File: src/rtl/diff_patcher_pkg.sv
// Shared constants and state encoding for diff_patcher and its mask decoder.
// WIDTH-wide data, POS_W-wide positions; position value EQ_POS means "equal".
package diff_patcher_pkg;

  localparam int WIDTH = 32;
  localparam int POS_W = 6;
  localparam int IDX_W = $clog2(WIDTH);

  localparam logic [POS_W-1:0] EQ_POS  = POS_W'(WIDTH);
  localparam logic [POS_W-1:0] TOG_MAX = POS_W'(63);

  typedef enum logic [1:0] {
    ST_IDLE   = 2'd0,
    ST_ACCEPT = 2'd1,
    ST_DONE   = 2'd2
  } state_e;

  // Saturating increment of the toggle counter.
  function automatic logic [POS_W-1:0] sat_inc(input logic [POS_W-1:0] cnt);
    sat_inc = (cnt == TOG_MAX) ? cnt : cnt + POS_W'(1);
  endfunction

endpackage

File: src/rtl/diff_mask_dec.sv
// One-hot decoder from a bit position to a WIDTH-wide toggle mask; zero for pos >= WIDTH.
// Combinational, no latency; no handshake.
// No backpressure.
module diff_mask_dec
  import diff_patcher_pkg::*;
(
  input  logic [POS_W-1:0] pos,
  output logic [WIDTH-1:0] mask
);

  always_comb begin
    mask = '0;
    if (pos < EQ_POS) begin
      mask[pos[IDX_W-1:0]] = 1'b1;
    end
  end

endmodule

File: src/rtl/diff_patcher.sv
// Rebuilds a word from a base plus a stream of bit positions to toggle.
// Latency: pos_ready one cycle after start; out_valid one cycle after the last position.
// Backpressure: pos_ready low outside ACCEPT; result held stable in DONE until out_ready.
module diff_patcher
  import diff_patcher_pkg::*;
(
  input  logic             clk,
  input  logic             rst,
  input  logic             start,
  input  logic [WIDTH-1:0] base,
  input  logic             pos_valid,
  input  logic [POS_W-1:0] pos,
  input  logic             pos_last,
  output logic             pos_ready,
  output logic             out_valid,
  output logic [WIDTH-1:0] out_data,
  input  logic             out_ready,
  output logic [POS_W-1:0] toggles,
  output logic             err,
  output logic             busy
);

  state_e           state_q, state_d;
  logic [WIDTH-1:0] acc_q, acc_d;
  logic [POS_W-1:0] count_q, count_d;
  logic             err_q, err_d;
  logic [WIDTH-1:0] toggle_mask;

  diff_mask_dec u_mask_dec (
    .pos  (pos),
    .mask (toggle_mask)
  );

  always_comb begin
    state_d   = state_q;
    acc_d     = acc_q;
    count_d   = count_q;
    err_d     = err_q;
    pos_ready = 1'b0;
    out_valid = 1'b0;

    case (state_q)
      ST_IDLE: begin
        if (start) begin
          acc_d   = base;
          count_d = '0;
          err_d   = 1'b0;
          state_d = ST_ACCEPT;
        end
      end

      ST_ACCEPT: begin
        pos_ready = 1'b1;
        if (pos_valid) begin
          // The decoder yields an empty mask for the sentinel and out-of-range positions.
          acc_d = acc_q ^ toggle_mask;
          if (pos < EQ_POS) begin
            count_d = sat_inc(count_q);
          end
          if (pos > EQ_POS) begin
            err_d = 1'b1;
          end
          if (pos_last) begin
            state_d = ST_DONE;
          end
        end
      end

      ST_DONE: begin
        out_valid = 1'b1;
        if (out_ready) begin
          state_d = ST_IDLE;
        end
      end

      default: begin
        state_d = ST_IDLE;
      end
    endcase
  end

  always_ff @(posedge clk) begin
    if (rst) begin
      state_q <= ST_IDLE;
      acc_q   <= '0;
      count_q <= '0;
      err_q   <= 1'b0;
    end else begin
      state_q <= state_d;
      acc_q   <= acc_d;
      count_q <= count_d;
      err_q   <= err_d;
    end
  end

  // Result fields read as zero while idle so a stale word never leaks out.
  assign busy     = (state_q != ST_IDLE);
  assign out_data = busy ? acc_q   : '0;
  assign toggles  = busy ? count_q : '0;
  assign err      = busy ? err_q   : 1'b0;

endmodule
File: config.mk
export PLATFORM = sky130hd
export DESIGN_NAME = diff_patcher
export DESIGN_NICKNAME = d
export VERILOG_FILES = /design/src/rtl/diff_patcher_pkg.sv /design/src/rtl/diff_mask_dec.sv /design/src/rtl/diff_patcher.sv
export SDC_FILE = /design/constraint.sdc
export NUM_CORES = 1
export LEC_CHECK = 0
export BUFFER_PORTS_ARGS = -buffer_cell sky130_fd_sc_hd__clkbuf_2
export CAP_MARGIN = 10
export CORE_MARGIN = 5
export CORE_UTILIZATION = 45
export CTS_BUF_LIST = sky130_fd_sc_hd__clkbuf_4 sky130_fd_sc_hd__clkbuf_8
export DETAILED_ROUTE_END_ITERATION = 6
export PLACE_DENSITY = 0.75
export SKIP_CTS_REPAIR_TIMING = 1
export SLEW_MARGIN = 20
export SYNTH_ARGS = -nofsm -noshare
export SYNTH_HDL_FRONTEND = slang
export SYNTH_SLANG_ARGS = --single-unit
File: constraint.sdc
create_clock -name clk -period 1.5 [get_ports clk]
set_input_delay 0.075 -clock clk [delete_from_list [all_inputs] [get_ports clk]]
set_output_delay 0.075 -clock clk [all_outputs]
set_load 0.005 [all_outputs]
[Yosys cells after proc, flatten, opt, wreduce, memory -nomap -nowiden]
Index checks and enable logic that the tools add are counted.
Operators by class
  bitwise gates (word level): 1
  muxes and demuxes: 25
  equal/unequal tests: 10
  add/sub/neg operators: 1
  reduce and logical (&&, ||, !) cells: 8
  order comparisons: 4
Operators with widths (number)
  32-bit 2-to-1 mux: 4
  32-bit case mux with 2 select lines: 1
  32-bit XOR: 1
  6-bit 2-to-1 mux: 5
  2-bit != test, second input constant: 7
  6-bit case mux with 2 select lines: 1
  2-bit 2-to-1 mux: 4
  4-bit AND reduction: 2
  1-bit 2-to-1 mux: 7
  6-bit by 1-bit adder with 6-bit output, second input constant: 1
  6-bit equality test, second input constant: 1
  6-bit > comparator, second input constant: 1
  5-bit by 6-bit < comparator with 1-bit output, second input constant: 1
  6-bit < comparator, second input constant: 1
  2-bit case mux with 3 select lines: 1
  1-bit demux with 5-bit select: 1
  5-bit by 1-bit greater-or-equal comparator with 1-bit output, second input constant: 1
  5-bit AND reduction: 1
  2-bit nonzero test: 2
  3-bit AND reduction: 1
  2-bit by 1-bit equality test with 1-bit output, second input constant: 1
  2-bit equality test, second input constant: 1
  2-bit zero test: 1
  1-bit case mux with 2 select lines: 1
  1-bit logical AND: 1
Word-level totals
  bits in registers: 41
  word-level logic and storage cells: 53
  output and inout port bits: 42
  input bits: 44

[Logic depth before layout (Yosys ltp)]
  word-level depth: 8
  gate-level depth with buffers: 6
  gate-level depth less buffers: 5

[Modules after synthesis]
From an unflattened synthesis, not the netlist that was laid out.
Second synthesis, totals
  cell total of the unflattened synthesis: 388
  area total of the unflattened synthesis: 3005.4 µm²
By module, submodules not included
  diff_patcher: area an instance 2756.4 µm², seq. area each 820.8 µm², times used 1, cells each 341
  diff_mask_dec: area an instance 249.0 µm², seq. area each 0.0 µm², times used 1, cells each 47

[Worst setup path after synthesis]
OpenSTA, ideal clock, no wires.
  kind: register to register
  start point: reg count_q[0]
  end point: reg count_q[5]
  setup time: 74 ps
  path slack: -126 ps
  cell stages (with the launch flop): 6
  period minus slack after synthesis: 1626 ps
  buffers on the path: 0
  arrival time: 1552 ps
  required time: 1426 ps
  cells stage by stage: dfxtp_1 > ha_1 > and3_1 > a311oi_1 > a41oi_1 > a31oi_1
Between the ends
  cells in the longest elaborated chain, start to end: 5
  elaborated cells on any way between the ends: 8
  classes of those cells: add/sub: 1; eq/ne: 2; mux: 4; reduce/logical: 1
Ends and longest elaborated chain
  from (decl): RTL line diff_patcher.sv:25  | logic [POS_W-1:0] count_q, count_d;
  from (signal assigned): RTL line diff_patcher.sv:91  | count_q <= count_d;
  6-bit by 1-bit adder with 6-bit output: RTL line diff_patcher_pkg.sv:20  | sat_inc = (cnt == TOG_MAX) ? cnt : cnt + POS_W'(1);
  6-bit 2-to-1 mux: RTL line diff_patcher_pkg.sv:20
  6-bit 2-to-1 mux: RTL line diff_patcher.sv:57  | if (pos < EQ_POS) begin
  6-bit 2-to-1 mux: RTL line diff_patcher.sv:54  | if (pos_valid) begin
  6-bit case mux with 2 select lines: RTL line diff_patcher.sv:42  | case (state_q)
Parallel ways exist; a longest one is shown, timed or not. The select of a mux whose other input is x is not followed.
A chain may end at the register's enable or synchronous reset.

[Final worst setup path]
  start point: reg state_q[0]
  end point: reg acc_q[21]
Between the ends
  cells in the longest elaborated chain, start to end: 3
  elaborated cells on any way between the ends: 7
  classes of those cells: eq/ne: 3; mux: 1; reduce/logical: 3
Ends and longest elaborated chain
  from (decl): RTL line diff_patcher.sv:23  | state_e state_q, state_d;
  from (signal assigned): RTL line diff_patcher.sv:89  | state_q <= state_d;
  2-bit by 1-bit equality test with 1-bit output or 2-bit zero test (tied branches): RTL line diff_patcher.sv:42
  2-bit != test (no source line) or 2-bit nonzero test (tied branches)
  3-bit AND reduction (no source line)
  to (signal assigned): RTL line diff_patcher.sv:85  | acc_q <= '0;
  to (signal assigned): RTL line diff_patcher.sv:90  | acc_q <= acc_d;
  to (decl): RTL line diff_patcher.sv:24  | logic [WIDTH-1:0] acc_q, acc_d;
Parallel ways exist; a longest one is shown, timed or not.

==> run metrics <==
number of remaining DRC errors=0; Tot GR Track Use=between 20 and 25%; clk slew on worst S/H paths=~0.09 ns; GR peak layer=met2; vias in the first global route=2,928; maximum VDD drop=~0.56 mV; Synth Register Bits=a little over 40; largest family of logic cells by synthesized area=compound AO/OA/AOI/OAI gates; worst slew pin tran=around 0.46 ns; RSZ-0062 raised after global routing=true; Place WS=-0.0966 ns; initial antenna violation count=0; status=finished, violations left; Post-Route WL=about 9500 um; post-synthesis sequential area ratio=between 30% and 40%; CTS root buf=clkbuf_8; Fin. Hold Viols=0; Yosys top cell area share=30.2%; fmax=slightly below 0.6 GHz; CP required=between 1.5 and 2 ns; asr flop ratio synth=0%; via count=roughly 3,200; Syn-to-layout area delta=44.4%; final hold slack=0.0247 ns; skew final=between 0.009 and 0.01 ns; violated checks=setup timing; Die ar.=7700 um^2; met1 usage=29.6%; CTS Buf Count=5; via/cell ratio=roughly 6.0; syn nets=just under 400; CTS tree=built; most common cell in the netlist=dfxtp_1; Main synth FF type=dfxtp_1; gr ovfl total=0; Yosys top cell by area=dfxtp_1; Post-synth top cells=dfxtp_1 (41), and2_1 (38), nor2_1 (34), clkbuf_1 (23), o211ai_1 (22); static leakage=about 1.7 nW; area of the mapped netlist=around 2700 um^2; Die W=87.8 um; met2 GRT Util=a little under two fifths; H-tree Lvls=2; Post-synth EDFFs=0; die height=just under 90 um; clock tree buffer depth=2; Core Box Area=around 5900 um^2; Final setup viols=between 70 and 80; Slew Limit Fails=0; Critical Setup Path Class=flip-flop to flip-flop; ANT nets after route=0; # diodes=0; 1st-pass router iterations=5; minimum clock period=roughly 1.7 ns; CP Data Arrival Time=1.96 ns; share of layout cells above drive strength 1=about 40%; Gate Count Post-Synth=roughly 350; post-synthesis simple-gate area fraction=28.5%; final worst setup slack=-0.212 ns; synthesized area per cell=7.84 um^2; fin crit share=114%; Synth Warn #=0; PortBufs=between 80 and 90; GR Util met3=under 10%; hpwl dp=~6300 um; Core Rows=28; Starting Density=between 40% and 50%; final net count=roughly 510; total of max-cap violations=0; gpl congestion=0.898; clk sink count=between 40 and 50; Hold Path Class=input port to flip-flop; I/O pin count=86; CP endpoint kind=flip-flop; Crit Path Max Fanout=10; DRT iter0 DRCs=about 240; largest net degree at the start of global routing=40; Synth Area in XOR/XNOR=0%; Rel. slew slack=approximately 70%; mux contribution to synthesized area=0.782%; crit start category=flip-flop; worst skew pair latency=approximately 0.30 ns; global-route wire length before repair=14,000 um; compound-cell area share of the yosys netlist=between 30% and 40%; WL/cell=approximately 18 um; cell types occupying the most area after synthesis=dfxtp_1 (30%), and2_1 (8.7%), o211ai_1 (6.1%), o31a_1 (4.8%), nor2_1 (4.7%); Synth Area in Adders=less than 1%; Netlist cell types=51; Power Density=roughly 840 nW/um^2
[cell type report]
class	count	area (um^2)
Inverter	6	26.3
Multi-Input combinational cell	269	1840
Clock inverter	3	65.1
Timing Repair Buffer	137	1020
Fill cell	498	1960
Sequential cell	41	823
Tap cell	75	93.8
Clock buffer	5	68.8
[through the flow]
| step | instances | setup TNS, ns | util [%] | total power [mW] | instance area, um^2 |
|---|---|---|---|---|---|
| global placement | 515 | 0 | 58.6 | 2.03 | 3450 |
| CTS | 523 | -8.08 | 60.9 | 3.11 | 3580 |
| global route | 536 | -14.73 | 66.8 | 3.45 | 3930 |
| finish | 536 | -9.84 | 66.8 | 3.29 | 3930 |
| detailed placement | 515 | -0.360 | 58.6 | 2.06 | 3450 |
| floorplan | 347 | -0.0779 | - | 1.73 | 2730 |
[worst max-delay path, stage by stage, from the launching register on]
cell and delay [ns]:
dfxtp_2 0.33, buf_4 0.13, mux2_4 0.19, buf_4 0.13
nand3_2 0.22, o41ai_1 0.48, a32o_1 0.18
[placed cells by master, fill, tap and decap left out, types with 8 or more instances in the layout]
cell,n
o311a_1,8
buf_6,17
nand3_1,9
and2_4,19
o21ai_0,21
a21oi_1,15
o2bb2ai_1,10
o211ai_1,22
dfxtp_1,39
a31oi_1,11
nor2_1,33
nand2_1,13
o31a_1,15
buf_4,38
clkbuf_2,74
and2_1,19
[flip-flops by register name (all words and copies together) (netlist names)]
name / count
acc_q: 32
count_q: 6
err_q: 1
state_q: 2
[final timing paths]
kind                           startpoint  depth (start not counted)                endpoint  slack (ns)
setup / recovery  state_q[0]$_SDFFE_PP0P_                          6  acc_q[21]$_SDFFE_PP0P_       -0.21
hold / removal                   base[28]                          3  acc_q[28]$_SDFFE_PP0P_        0.02
setup reg to reg  state_q[0]$_SDFFE_PP0P_                          6  acc_q[21]$_SDFFE_PP0P_       -0.21
hold reg to reg     acc_q[7]$_SDFFE_PP0P_                          1   acc_q[7]$_SDFFE_PP0P_        0.50
[where the power goes]
part | internal (mW) | leakage, nW | switching, mW
Clock | 0.661 | 0.0681 | 0.405
Combinational | 0.483 | 1.27 | 0.456
Sequential | 1.19 | 0.339 | 0.0947
[routing by layer]
metal | part of all wire [%] | routed length, um
met5 | 0 | 0
met4 | 1.5 | 146
met3 | 7.9 | 756
met2 | 47 | 4470
met1 | 44 | 4140
[logic make-up (layout without fill, tap and decap cells)]
family,Yosys count,count (layout)
DFF,41,41
muxes,2,2
AOI/OAI and AO/OA,127,127
and+or+nand+nor,139,139
buffers and inverters,37,151
adders and majority gates,1,1
No activity file was read; power rests on OpenSTA's default activity.
